`src/rtl/fetch_controller.sv`:
```
// fetch_controller: instruction-fetch sequencing controller.
// Owns the program counter and shares the single instruction-memory port
// between the boot loader (writes) and instruction fetch (reads). Fetch
// honours hazard stalls, branch redirects with an IF/ID flush pulse, and
// stops permanently on a HALT opcode until the next reset.
module fetch_controller #(
  parameter logic [15:0] RESET_PC    = 16'h0000,
  parameter logic [15:0] PC_INC      = 16'd4,
  parameter logic [3:0]  HALT_OPCODE = 4'hF
) (
  input  logic        clock,
  input  logic        reset,
  input  logic        loadValid,
  input  logic [15:0] loadAddr,
  input  logic [15:0] loadData,
  input  logic        loadDone,
  output logic        loadReady,
  input  logic        stall,
  input  logic        PCSrc,
  input  logic [15:0] branchTarget,
  output logic [15:0] memAddr,
  output logic        memRead,
  output logic        memWrite,
  output logic [15:0] memWData,
  input  logic        memReady,
  input  logic [15:0] memData,
  output logic [15:0] outputPC4,
  output logic [15:0] outputInstr,
  output logic        instrValid,
  output logic        flush,
  output logic        halted
);

  typedef enum logic [2:0] {
    ST_LOAD       = 3'd0,
    ST_FETCH_REQ  = 3'd1,
    ST_FETCH_WAIT = 3'd2,
    ST_HOLD       = 3'd3,
    ST_HALTED     = 3'd4
  } state_t;

  state_t      state_q, state_d;
  logic [15:0] pc_q, pc_d;
  logic [15:0] req_addr_q, req_addr_d;
  logic        discard_q, discard_d;
  logic [15:0] pc4_q, pc4_d;
  logic [15:0] instr_q, instr_d;
  logic        valid_q, valid_d;
  logic        flush_q, flush_d;
  logic        halted_q, halted_d;
  logic [15:0] pc_next_seq;
  logic        is_halt_word;

  // Sequential PC successor wraps naturally at 16 bits.
  assign pc_next_seq  = pc_q + PC_INC;
  assign is_halt_word = (memData[15:12] == HALT_OPCODE);

  assign outputPC4   = pc4_q;
  assign outputInstr = instr_q;
  assign instrValid  = valid_q;
  assign flush       = flush_q;
  assign halted      = halted_q;

  // Next-state, next-register and memory-port decode for the fetch FSM.
  always_comb begin
    state_d    = state_q;
    pc_d       = pc_q;
    req_addr_d = req_addr_q;
    discard_d  = discard_q;
    pc4_d      = pc4_q;
    instr_d    = instr_q;
    valid_d    = valid_q;
    flush_d    = 1'b0;
    halted_d   = halted_q;
    memAddr    = pc_q;
    memRead    = 1'b0;
    memWrite   = 1'b0;
    memWData   = 16'h0000;
    loadReady  = 1'b0;

    case (state_q)
      ST_LOAD: begin
        memWrite  = loadValid;
        memAddr   = loadAddr;
        memWData  = loadData;
        loadReady = loadValid & memReady;
        // A pending write always finishes before fetch is allowed to start.
        if (loadDone && !loadValid) begin
          state_d = ST_FETCH_REQ;
        end
      end

      ST_FETCH_REQ: begin
        memRead    = 1'b1;
        memAddr    = pc_q;
        req_addr_d = pc_q;
        if (PCSrc) begin
          pc_d    = branchTarget;
          flush_d = 1'b1;
          valid_d = 1'b0;
          state_d = ST_FETCH_REQ;
        end else begin
          state_d = ST_FETCH_WAIT;
        end
      end

      ST_FETCH_WAIT: begin
        memRead = 1'b1;
        // The address latched at request time stays on the bus even after a
        // redirect has already moved pc, so the memory sees a stable access.
        memAddr = req_addr_q;
        if (memReady) begin
          if (discard_q) begin
            discard_d = 1'b0;
            state_d   = ST_FETCH_REQ;
            if (PCSrc) begin
              pc_d = branchTarget;
            end
          end else if (PCSrc) begin
            pc_d    = branchTarget;
            flush_d = 1'b1;
            valid_d = 1'b0;
            state_d = ST_FETCH_REQ;
          end else if (is_halt_word) begin
            halted_d = 1'b1;
            valid_d  = 1'b0;
            state_d  = ST_HALTED;
          end else begin
            instr_d = memData;
            pc4_d   = pc_next_seq;
            valid_d = 1'b1;
            pc_d    = pc_next_seq;
            state_d = ST_HOLD;
          end
        end else if (PCSrc) begin
          pc_d = branchTarget;
          if (!discard_q) begin
            flush_d   = 1'b1;
            valid_d   = 1'b0;
            discard_d = 1'b1;
          end
        end
      end

      ST_HOLD: begin
        if (PCSrc) begin
          pc_d    = branchTarget;
          flush_d = 1'b1;
          valid_d = 1'b0;
          state_d = ST_FETCH_REQ;
        end else if (!stall) begin
          valid_d = 1'b0;
          state_d = ST_FETCH_REQ;
        end
      end

      ST_HALTED: begin
        halted_d = 1'b1;
      end

      default: begin
        state_d = ST_LOAD;
      end
    endcase
  end

  // State and datapath registers; reset also kills any in-flight access.
  always_ff @(posedge clock or negedge reset) begin
    if (!reset) begin
      state_q    <= ST_LOAD;
      pc_q       <= RESET_PC;
      req_addr_q <= RESET_PC;
      discard_q  <= 1'b0;
      pc4_q      <= 16'h0000;
      instr_q    <= 16'h0000;
      valid_q    <= 1'b0;
      flush_q    <= 1'b0;
      halted_q   <= 1'b0;
    end else begin
      state_q    <= state_d;
      pc_q       <= pc_d;
      req_addr_q <= req_addr_d;
      discard_q  <= discard_d;
      pc4_q      <= pc4_d;
      instr_q    <= instr_d;
      valid_q    <= valid_d;
      flush_q    <= flush_d;
      halted_q   <= halted_d;
    end
  end

endmodule

```
`config.mk`:
```
export PLATFORM = sky130hd
export DESIGN_NAME = fetch_controller
export DESIGN_NICKNAME = d
export VERILOG_FILES = /design/src/rtl/fetch_controller.sv
export SDC_FILE = /design/constraint.sdc
export NUM_CORES = 1
export LEC_CHECK = 0
export BUFFER_PORTS_ARGS = -buffer_cell sky130_fd_sc_hd__buf_2
export CAP_MARGIN = 15
export CORE_UTILIZATION = 54
export CTS_CLUSTER_DIAMETER = 200
export DETAILED_ROUTE_END_ITERATION = 8
export PLACE_DENSITY = 0.88
export SYNTH_ARGS = -nofsm -noshare
export SYNTH_HDL_FRONTEND = slang
export SYNTH_SLANG_ARGS = --single-unit
export TNS_END_PERCENT = 30
```
`constraint.sdc`:
```
create_clock -name clock -period 3.75 [get_ports clock]
set_input_delay 0.75 -clock clock [delete_from_list [all_inputs] [get_ports clock]]
set_output_delay 0.75 -clock clock [all_outputs]
set_load 0.05 [all_outputs]
```
# Yosys cells after proc, flatten, opt, wreduce, memory -nomap -nowiden
# Cells that the tools add are included.
[totals] regBits=71 latch_bits=0 ram_bits=0 romBits=0 in_bits=71 word_cells=87 mem_count=0
[classes] n_addsub=1 n_mul=0 n_div=0 magnitude_cmp=0 n_eq_ne=14 shifts=0 mux=43 bitwise_logic=5 n_reduce_logical=15
[op_table] operator="two-way mux 16 bit" n=6
[op_table] operator="one-hot mux 16 bit (2 select lines)" n=2
[op_table] operator="two-way mux 1 bit" n=23
[op_table] operator="two-way mux 3 bit" n=7
[op_table] operator="adder 16 x 3 -> 16 bit, second input constant" n=1
[op_table] operator="one-hot mux 3 bit (5 select lines)" n=1
[op_table] operator="AND reduction 5 bit" n=3
[op_table] operator="!= test 2 bit, second input constant" n=6
[op_table] operator="equality test 3 x 2 -> 1 bit, second input constant" n=2
[op_table] operator="!= test 3 bit, second input constant" n=2
[op_table] operator="nonzero test 2 bit" n=3
[op_table] operator="!= test 5 bit, second input constant" n=1
[op_table] operator="equality test 4 bit, second input constant" n=1
[op_table] operator="inverter 1 bit" n=4
[op_table] operator="one-hot mux 1 bit (2 select lines)" n=2
[op_table] operator="AND reduction 2 bit" n=2
[op_table] operator="AND reduction 4 bit" n=1
[op_table] operator="OR reduction 2 bit" n=2
[op_table] operator="equality test 3 x 1 -> 1 bit, second input constant" n=1
[op_table] operator="equality test 3 bit, second input constant" n=1
[op_table] operator="zero test 3 bit" n=1
[op_table] operator="one-hot mux 1 bit (3 select lines)" n=1
[op_table] operator="nonzero test 3 bit" n=1
[op_table] operator="two-way mux 2 bit" n=1
[op_table] operator="3 further kinds" n=3

# Depth between registers and ports, before layout
# Gate-level depths: netlist of run 1.
[logic_depth] depth_word=6 mapped_depth=7

# Least setup slack after synthesis of run 1
# OpenSTA, ideal clock, no wires.
[synth_timing] path_kind="register -> output" startpoint="reg state_q[2]" endpoint="out memAddr[11]" arrival_time_ps=2257 path_slack_ps=743 path_stages_with_launch=6 path_buffers=3 path_cell_list="dfrtp_1 buf_2 or2_2 clkbuf_1 clkbuf_1 o21ai_0"
[synth_between] elab_chain_cells=2
[synth_lines] element="from (decl)" line="42" rtl="state_t state_q, state_d;"
[synth_lines] element="from (signal assigned)" line="180" rtl="state_q <= state_d;"
[synth_lines] element="equality test 3 x 2 -> 1 bit or zero test 3 bit (tied branches)" line="81" rtl="case (state_q)"
[synth_lines] element="one-hot mux 16 bit (2 select lines) (*)" line="81"
[synth_lines] element="to (decl)" line="21" rtl="output logic [15:0] memAddr,"
# Mark *: on every way between the ends. The rest lies on a longest branch, timed or not.

# Final worst setup path of run 1
[layout_timing] startpoint="reg state_q[0]" endpoint="out loadReady"
[layout_between] elab_chain_cells=2
[layout_lines] element="zero test 3 bit" line="81"
[layout_lines] element="two-way mux 1 bit" line="81"
[layout_lines] element="to (decl)" line="17" rtl="output logic loadReady,"
# No other way between the ends.

==> run metrics, run 1 <==
Crit path required time=3.00 ns; Max clock buf depth=2; Initial Util=0.561; Setup Skew=0.00830 ns; Compound-Gate Fraction of Synth Area=0.129; CP Capture Point=loadReady; Switch Pwr=2.68 mW; final worst path period share=0.793; Avg Synthesized Cell Area=9.44 um^2; max cap viols=0; via count=3341; Die X-Extent=86.0 um; number of flops mapped to enable cells by yosys=0; VDD IR max=0.000733 V; FF-to-FF Start=state_q[1]; Power per Cell Area=1040 nW/um^2; I/O Pins=141; Final #Nets=598; vias per cell=5.33; Max Fclk=0.336 GHz; final wirelength=9.18 mm; grt total ovfl=0; worst-skew pair later-pin latency=0.35 ns; Cell variety after synth=55; Routed WL per cell=14.6 um; mux share of post-synthesis cell area=0.0951; Worst-Margin Slew=0.976 ns; synthesized instance count=404; sequential-to-total area share from yosys stat=0.466; area of the core=6790 um^2; # port buffers=140; Worst Setup Start Kind=register; PnR Total Power=4.87 mW; Antenna diodes=0; worst r2r dst=pc_q[13]; CTS Buf Count=9; Final Max Slew Viols=0; Area Overhead vs Synth=22.8%; die height=86.0 um; dominant synthesized flop cell=dfrtp_1; Synth area leader=dfrtp_1; final setup TNS=0 ns; syn_nets=476; R2R setup slack=1.45 ns; Critical Path Start=state_q[0]; Lkg Pwr=2.32 nW; first-pass GRT wire length=14.6 mm; FF+latch count, synth=71; Die Area=7400 um^2; Post-DP HPWL=6.69 mm; area of the mapped netlist=3810 um^2; clk root buf=clkbuf_8; CTS-repair resized insts=0; CP arrival=2.22 ns; # DRC=0; initial antenna violation count=0; Met2 Wirelength=4.43 mm; row cnt=30; min cycle time layout=2.97 ns; post-synthesis adder-cell area fraction=0.00328; Setup violations, final=0; iteration count of the initial detailed-routing pass=6; crit-path max FO=33; remaining antenna violation count after routing=0; Yosys Warn Count=0; main combinational cell family by area after synthesis=simple AND/OR/NAND/NOR gates; CP Capture Type=primary output; DR WL met3=562 um; combinational power share=0.589; largest cells by area after synthesis=dfrtp_1 47%, nand2_1 8.8%, mux2_2 5.3%, mux2i_1 4.2%, o21ai_0 3.8%; Post-CTS Setup Inserts=0; Hold Vio Cnt, Final=0; ys async rst share=1.00; max layer used=met4; Fillers=516; internal power=2.20 mW; GP Congestion=0.863; Switching Share=0.549; Sink Count=71; initial drt markers=136; pin count of the biggest net entering global routing=65; Post-Synth Simple-Gate Area=0.227; Clock Pin Slew Worst Setup and Hold Paths=0.08 ns; critical path class=register to primary output; status=complete, no violations; share of the synthesized area in the top cell type=0.466; Clk pwr share=0.116; Hold WC Path Type=input port to async pin; sequential fraction of design power=0.295; GRT Total Usage=0.255; vias in the first global route=3161; Reg2Reg Depth=4; fraction of layout cells with a size suffix above 1=0.373; DRT met1 WL=3.96 mm; CTS tree=yes; Post-Synth XOR/XNOR Area=0.0299; RSZ-0062 raised after global routing=false; CTS H-tree depth=3; Rel. slew slack=0.347; CTS Hold Bufs=0; fin util=0.689
[cells by family after synthesis]
| kind of cell | after synthesis |
|---|---|
| simple gates | 168 |
| mux | 34 |
| flops | 71 |
| compound gates | 76 |
| fa+ha+maj | 1 |
| xor+xnor | 13 |
| buf+inv | 41 |
[cell usage after synthesis (2+ instances only)]
cell type,count
clkbuf_1,12
o22ai_1,3
and2_1,18
and4_1,3
nor2b_1,3
nand4_1,4
nor4_2,2
nor2_1,14
a211oi_1,3
dfrtp_1,71
mux2i_1,16
or2_2,3
o21ai_0,29
nor3_1,4
buf_6,2
o211a_1,2
a31o_2,2
a21oi_1,13
nor3b_1,3
and3_1,3
buf_2,14
mux2_2,18
o32ai_1,5
o221a_2,2
inv_1,9
nand3_4,2
nand3_1,7
o211ai_1,8
buf_1,2
xnor2_1,12
nand2_1,89
a31oi_1,3
[worst max-delay path, stage by stage (launching register included)]
cell     delay, ns
dfrtp_1       0.53
or2_2         0.58
nor2_4        0.32
and3_1        0.19
buf_2         0.25
[how the worst min path moves through the flow]
stage / start / endpoint / slack (ns)
finish: reset / outputPC4[9] / 0.44
floorplan: reset / discard_q / 0.45
CTS: reset / outputPC4[9] / 0.46
global route: reset / outputPC4[10] / 0.49
detailed placement: outputInstr[12] / outputInstr[12] / 0.46
global placement: halted / halted / 0.45
[stage by stage]
step	cell area, um^2	hold slack [ns]	instances	worst slack (ns)
floorplan	3810	0.454	404	0.743
global placement	4500	0.454	611	1.20
detailed placement	4500	0.457	611	1.14
CTS	4680	0.462	627	0.771
global route	4680	0.489	627	0.638
finish	4680	0.439	627	0.778
[power groups by stage]
stage / Clock, mW / Combinational [mW] / Sequential (mW)
finish: 0.565 / 2.87 / 1.44
global route: 0.600 / 3.06 / 1.48
CTS: 0.570 / 2.87 / 1.43
detailed placement: 0 / 2.87 / 1.44
global placement: 0 / 2.82 / 1.41
floorplan: 0 / 1.90 / 1.81
[metal layers]
metal,vias to the layer above,global-route usage
li1,1634,-
met1,1566,0.325
met2,123,0.425
met3,18,0.0433
met4,0,0.118
met5,-,0
[layout make-up]
type,count,area (um^2),area share
clock buffer,11,151,0.0323
clock inverter,5,32.5,0.00695
inverter,9,33.8,0.00721
multi-input combinational,292,1850,0.394
sequential,71,1780,0.379
tap,96,120,0.0256
timing repair buffer,143,723,0.154
[cell usage in the layout (no fill, tap or decap), drive strengths merged, types with 2 or more instances in the layout]
cell	instances
nand4	5
o221a	2
or2	3
a211oi	3
mux2i	16
nor3	5
clkinvlp	3
o32ai	6
a31oi	3
nor2b	3
a21oi	13
clkinv	2
nor2	16
nor4	3
o211ai	8
dfrtp	71
nand3	9
and4	3
and3	4
mux2	18
nor3b	3
nand2	90
o21ai	30
inv	9
clkbuf	11
o211a	2
o22ai	3
and2	18
xnor2	12
a31o	3
nand2b	2
buf	143
[state kept, by name (all words and copies together), names as in the netlist]
register     cells
state_q          3
pc_q            16
instrValid       1
discard_q        1
halted           1
flush            1
req_addr_q      16
outputInstr     16
outputPC4       16
(Power assumes the default switching activity.)
==> inputs of run 2 (changes only) <==
Settings changed: ABC_AREA set to 1, CORE_UTILIZATION 54 to 49, PLACE_DENSITY 0.88 to 0.82.
Clock period 3.75 ns to 2.9 ns, I/O delays scaled along.
==> run 2 against run 1 <==
Register-to-register slack lost 0.88 ns. Setup slack lost 0.38 ns. Design area shrank 0.35%. Synthesized cell count grew 25%. Clock power grew 41%. Power grew 24%. Sequential power grew 19%. Critical path depth grew 3. Combinational power grew 23%. Sequential share of layout area grew 0.13 points. Synthesized area shrank 2.9%.
==> run metrics, run 2 <==
status=complete, no violations; VDD IR max=0.000676 V; Sink Count=71; area of the mapped netlist=3700 um^2; fin area=4670 um^2; Cell variety after synth=26; CP arrival=1.92 ns; pre-CTS setup slack=0.591 ns; final worst path period share=0.863; clk root buf=clkbuf_8; Final Max Slew Viols=0; Worst-Margin Slew=0.765 ns; # DRC=0; Rel. slew slack=0.490; M3 GR Usage=0.0443; final setup margin=0.396 ns; Avg Synthesized Cell Area=7.30 um^2; Max Fclk=0.399 GHz; Lkg Pwr=2.74 nW; vias per cell=4.99; Die Area=7910 um^2; Power per Cell Area=1290 nW/um^2; largest cells by area after synthesis=dfrtp_1 48%, nand2_1 20%, inv_1 5.8%, nor2_1 4.6%, o21ai_0 3.6%; I/O Pins=141; Hold Vio Cnt, Final=0; die height=88.9 um; Area after DPL=4470 um^2; FF+latch count, synth=71; Post-CTS Setup Inserts=0; critical path class=register to primary output; initial drt markers=222; grt total ovfl=0; CP Capture Type=primary output; WHS=0.296 ns; Initial Util=0.508; CTS Buf Count=9; GRT met2 Usage=0.436; Synth area leader=dfrtp_1; via count=3728; pin count of the biggest net entering global routing=36; Max clock buf depth=2; iteration count of the initial detailed-routing pass=7; CTS H-tree depth=3; top post-synthesis cells by count=199 x nand2_1, 71 x dfrtp_1, 57 x inv_1; CTS Hold Bufs=0; Post-DP HPWL=7.22 mm; first-pass GRT wire length=15.6 mm; RSZ-0062 raised after global routing=false; share of the synthesized area in the top cell type=0.480; CTS tree=yes; Setup Skew=0.00620 ns; number of flops mapped to enable cells by yosys=0; CTS-repair resized insts=0; GRT Total Usage=0.260; min cycle time layout=2.50 ns; crit-path max FO=20; remaining antenna violation count after routing=0; Clock Pin Slew Worst Setup and Hold Paths=0.07 ns; commonest non-fill, non-tap cell in the layout=nand2_1; Routed WL per cell=12.9 um; Antenna diodes=0; sequential-to-total area share from yosys stat=0.480; commonest non-fill, non-tap cells in the layout=199 x nand2_1, 140 x buf_2, 71 x dfrtp_1; final setup TNS=0 ns; dominant synthesized flop cell=dfrtp_1; fraction of layout cells with a size suffix above 1=0.269; max cap viols=0; Crit path required time=2.32 ns; ys async rst share=1.00; worst-skew pair later-pin latency=0.35 ns; area of the core=7290 um^2; Hold WC Path Type=input port to async pin; Die X-Extent=88.9 um; Setup violations, final=0; busiest layer in global routing=met2; Area Overhead vs Synth=26.0%; syn_nets=579; Worst Setup Start Kind=register; synthesized instance count=507; GP Congestion=0.860; vias in the first global route=3478; count leader, synth=nand2_1; # port buffers=140; Yosys Warn Count=0; Final #Nets=716; met1 Use GR=0.334; initial antenna violation count=0; row cnt=31; final wirelength=9.67 mm
[run 2: changes by cell type after synthesis, moves of 16 or more]
cell / change
inv_1: +48
mux2i_1: -16
and2_1: -18
mux2_2: -18
nor2_1: +31
nand2_1: +110
[run 2: path summary, 6_finish.rpt]
| kind | start | endpoint | slack, ns | cells past startpoint |
|---|---|---|---|---|
| max in group asynchronous | reset | pc_q[13] | 1.78 | 2 |
| hold / removal | reset | req_addr_q[7] | 0.30 | 1 |
| hold reg to reg | outputInstr[7] | outputInstr[7] | 0.47 | 2 |
| setup / recovery | state_q[2] | memWData[11] | 0.40 | 7 |
| setup reg to reg | state_q[2] | outputPC4[0] | 0.57 | 8 |
| min in group clock | memData[7] | outputInstr[7] | 0.43 | 3 |
[run 2: kinds of logic (layout without fill, tap and decap cells)]
| logic type | after synthesis | in the layout | synth area share |
|---|---|---|---|
| AO/OA/AOI/OAI | 69 | 69 | 0.111 |
| XOR/XNOR | 7 | 7 | 0.0166 |
| adder cells (fa/ha/maj) | 1 | 1 | 0.00338 |
| buffers and inverters | 81 | 222 | 0.0885 |
| flip-flops | 71 | 71 | 0.480 |
| AND/OR/NAND/NOR | 278 | 278 | 0.301 |
[run 2: critical path, stage by stage (launching register included)]
cell and delay (ns):
dfrtp_1 0.43, nor2_4 0.16, inv_2 0.04, nor2_2 0.09, buf_4 0.22, inv_2 0.17
nor2_1 0.17, buf_2 0.29
[run 2: metal layers]
metal	vias up	wire, um
met5	-	0
met4	0	221
met3	19	663
met2	154	4720
met1	1707	4070
li1	1848	-
[run 2: where the power goes]
group	total [mW]	switching [mW]	internal [mW]
registers	1.71	0.290	1.42
clock network	0.797	0.362	0.435
logic	3.53	2.70	0.832
[run 2: area by class of cell]
type | instances | area, um^2
Tap cell | 99 | 124
Multi-Input combinational cell | 355 | 1600
Timing Repair Buffer | 145 | 738
Inverter | 62 | 233
Fill cell | 657 | 2630
Sequential cell | 71 | 1780
Clock buffer | 11 | 151
Clock inverter | 4 | 45.0
[run 2: metrics by stage]
| step | total power, mW | instances | util |
|---|---|---|---|
| 2_1_floorplan | 4.40 | 507 | - |
| 3_3_place_gp | 5.16 | 732 | 0.613 |
| 3_5_place_dp | 5.24 | 732 | 0.613 |
| 4_1_cts | 6.05 | 747 | 0.640 |
| 5_1_grt | 6.45 | 747 | 0.640 |
| 6_report | 6.03 | 747 | 0.640 |
==> inputs of run 3 (changes only) <==
Settings changed: ABC_AREA 1 to unset, CORE_UTILIZATION 49 to 25, PLACE_DENSITY 0.82 to 0.48.
==> run 3 against run 2 <==
The flow now finishes with violations (DRC). Register-to-register slack improved by 0.26 ns. Hold slack improved by 0.078 ns. Flip-flop and latch count did not move. Sequential power rose by 11%. Design area rose by 5.2%.
==> run metrics, run 3 (synthesis gave the netlist of run 1 again) <==
pin count of the biggest net entering global routing=72; Setup violations, final=0; multi-input logic area=1850 um^2; row cnt=44; Max clock buf depth=2; final setup TNS=0 ns; WHS=0.374 ns; CTS Buf Count=9; area of the core=14700 um^2; sequential fraction of design power=0.282; worst-skew pair later-pin latency=0.33 ns; Final Max Slew Viols=0; combinational power share=0.559; remaining antenna violation count after routing=0; worst r2r dst=req_addr_q[10]; clk root buf=clkbuf_16; initial drt markers=157; GP Congestion=0.794; Slowest Stage Delay on Critical Path=0.53 ns; grt total ovfl=0; Sink Count=71; Clock Pin Slew Worst Setup and Hold Paths=0.06 ns; GRT Total Usage=0.146; Power per Cell Area=1370 nW/um^2; via count=3355; vias in the first global route=3332; violated checks=DRC; Worst-Margin Slew=0.970 ns; Reg2Reg Depth=3; Switch Pwr=3.54 mW; critical path class=register to primary output; Reg area=1780 um^2; Area after DPL=4630 um^2; iteration count of the initial detailed-routing pass=6; Crit path required time=2.32 ns; VDD IR max=0.000712 V; Rel. slew slack=0.354; Initial Util=0.259; CP Capture Type=primary output; Switching Share=0.528; Setup Skew=0.00413 ns; fin area=4910 um^2; Lkg Pwr=2.39 nW; Worst Setup Start Kind=register; CTS Hold Bufs=0; Post-CTS Setup Inserts=0; commonest non-fill, non-tap cell in the layout=buf_2; status=finished, violations left; final wirelength=11.0 mm; # DRC=24; CTS-repair resized insts=0; final setup margin=0.321 ns; vias per cell=4.68; min cycle time layout=2.58 ns; Clk pwr share=0.159; final worst path period share=0.889; first-pass GRT wire length=17.9 mm; Hold WC Path Type=input port to async pin; Hold Vio Cnt, Final=0; crit-path max FO=32; Slowest cell on crit path=dfrtp_1; CP arrival=2.00 ns; RSZ-0062 raised after global routing=false; I/O Pins=141; fraction of layout cells with a size suffix above 1=0.372; Die X-Extent=126 um; Fillers=1567; CTS tree=yes; Die Area=15800 um^2; die height=126 um; commonest non-fill, non-tap cells in the layout=139 x buf_2, 89 x nand2_1, 71 x dfrtp_1; max cap viols=0; Post-DP HPWL=7.93 mm; pre-CTS setup slack=0.668 ns; # port buffers=140; initial antenna violation count=0; CP cell instances=or2_2 > buf_4 > o21ai_0 > buf_2; Final #Nets=600; Routed WL per cell=15.3 um; internal power=3.16 mW; R2R setup slack=0.83 ns; Area Overhead vs Synth=28.7%; Max Fclk=0.388 GHz; FF-to-FF Start=state_q[0]; CTS H-tree depth=3
-- run 3: cell count changes in the layout (fill, tap and decap cells not counted), moves of 8 or more --
cell and delta:
mux2i_1 +16, clkbuf_16 +9, clkbuf_8 -11, nor2_1 -31, inv_1 -48, nand3_1 -10
and2_1 +18, o21a_1 -9, nand2_1 -110, o211ai_1 -8, xnor2_1 +11, mux2_2 +18
-- run 3: final cells by class --
type / instances / area share
Multi-Input combinational cell: 292 / 0.376
Sequential cell: 71 / 0.362
Antenna cell: 1 / 0.000510
Clock buffer: 10 / 0.0466
Clock inverter: 5 / 0.0102
Tap cell: 184 / 0.0469
Timing Repair Buffer: 145 / 0.151
Inverter: 9 / 0.00688
-- run 3: how the worst max path moves through the flow --
stage	start	slack, ns	cells past startpoint	endpoint
global placement	state_q[0]	0.72	4	memAddr[8]
detailed placement	state_q[0]	0.67	4	memAddr[0]
floorplan	state_q[2]	0.06	5	memAddr[11]
global route	state_q[1]	0.18	4	memAddr[8]
finish	state_q[0]	0.32	4	memAddr[0]
CTS	state_q[0]	0.29	4	memAddr[0]
-- run 3: worst max-delay path, delay by kind of cell (launching register included) --
kind / cells / cell delay, ns
flops: 1 / 0.53
buf+inv: 2 / 0.53
simple gates: 1 / 0.39
compound gates: 1 / 0.21
-- run 3: per-stage QoR --
stage	power (mW)	cells	utilization
2_1_floorplan	4.79	404	-
3_3_place_gp	5.61	701	0.315
3_5_place_dp	5.68	701	0.315
4_1_cts	6.78	716	0.334
5_1_grt	7.13	716	0.334
6_report	6.70	717	0.334
-- run 3: per-layer routing --
layer	global-route usage	wire length, um
met1	0.197	5240
met4	0.0552	133
met2	0.226	4910
met5	0	0
met3	0.0321	707
-- run 3: power groups by stage --
stage / logic, mW / registers, mW / clock network, mW
final: 3.75 / 1.89 / 1.06
after global routing: 4.02 / 1.97 / 1.15
after CTS: 3.78 / 1.89 / 1.10
after detailed placement: 3.77 / 1.90 / 0
after global placement: 3.74 / 1.88 / 0
after floorplan: 2.46 / 2.34 / 0
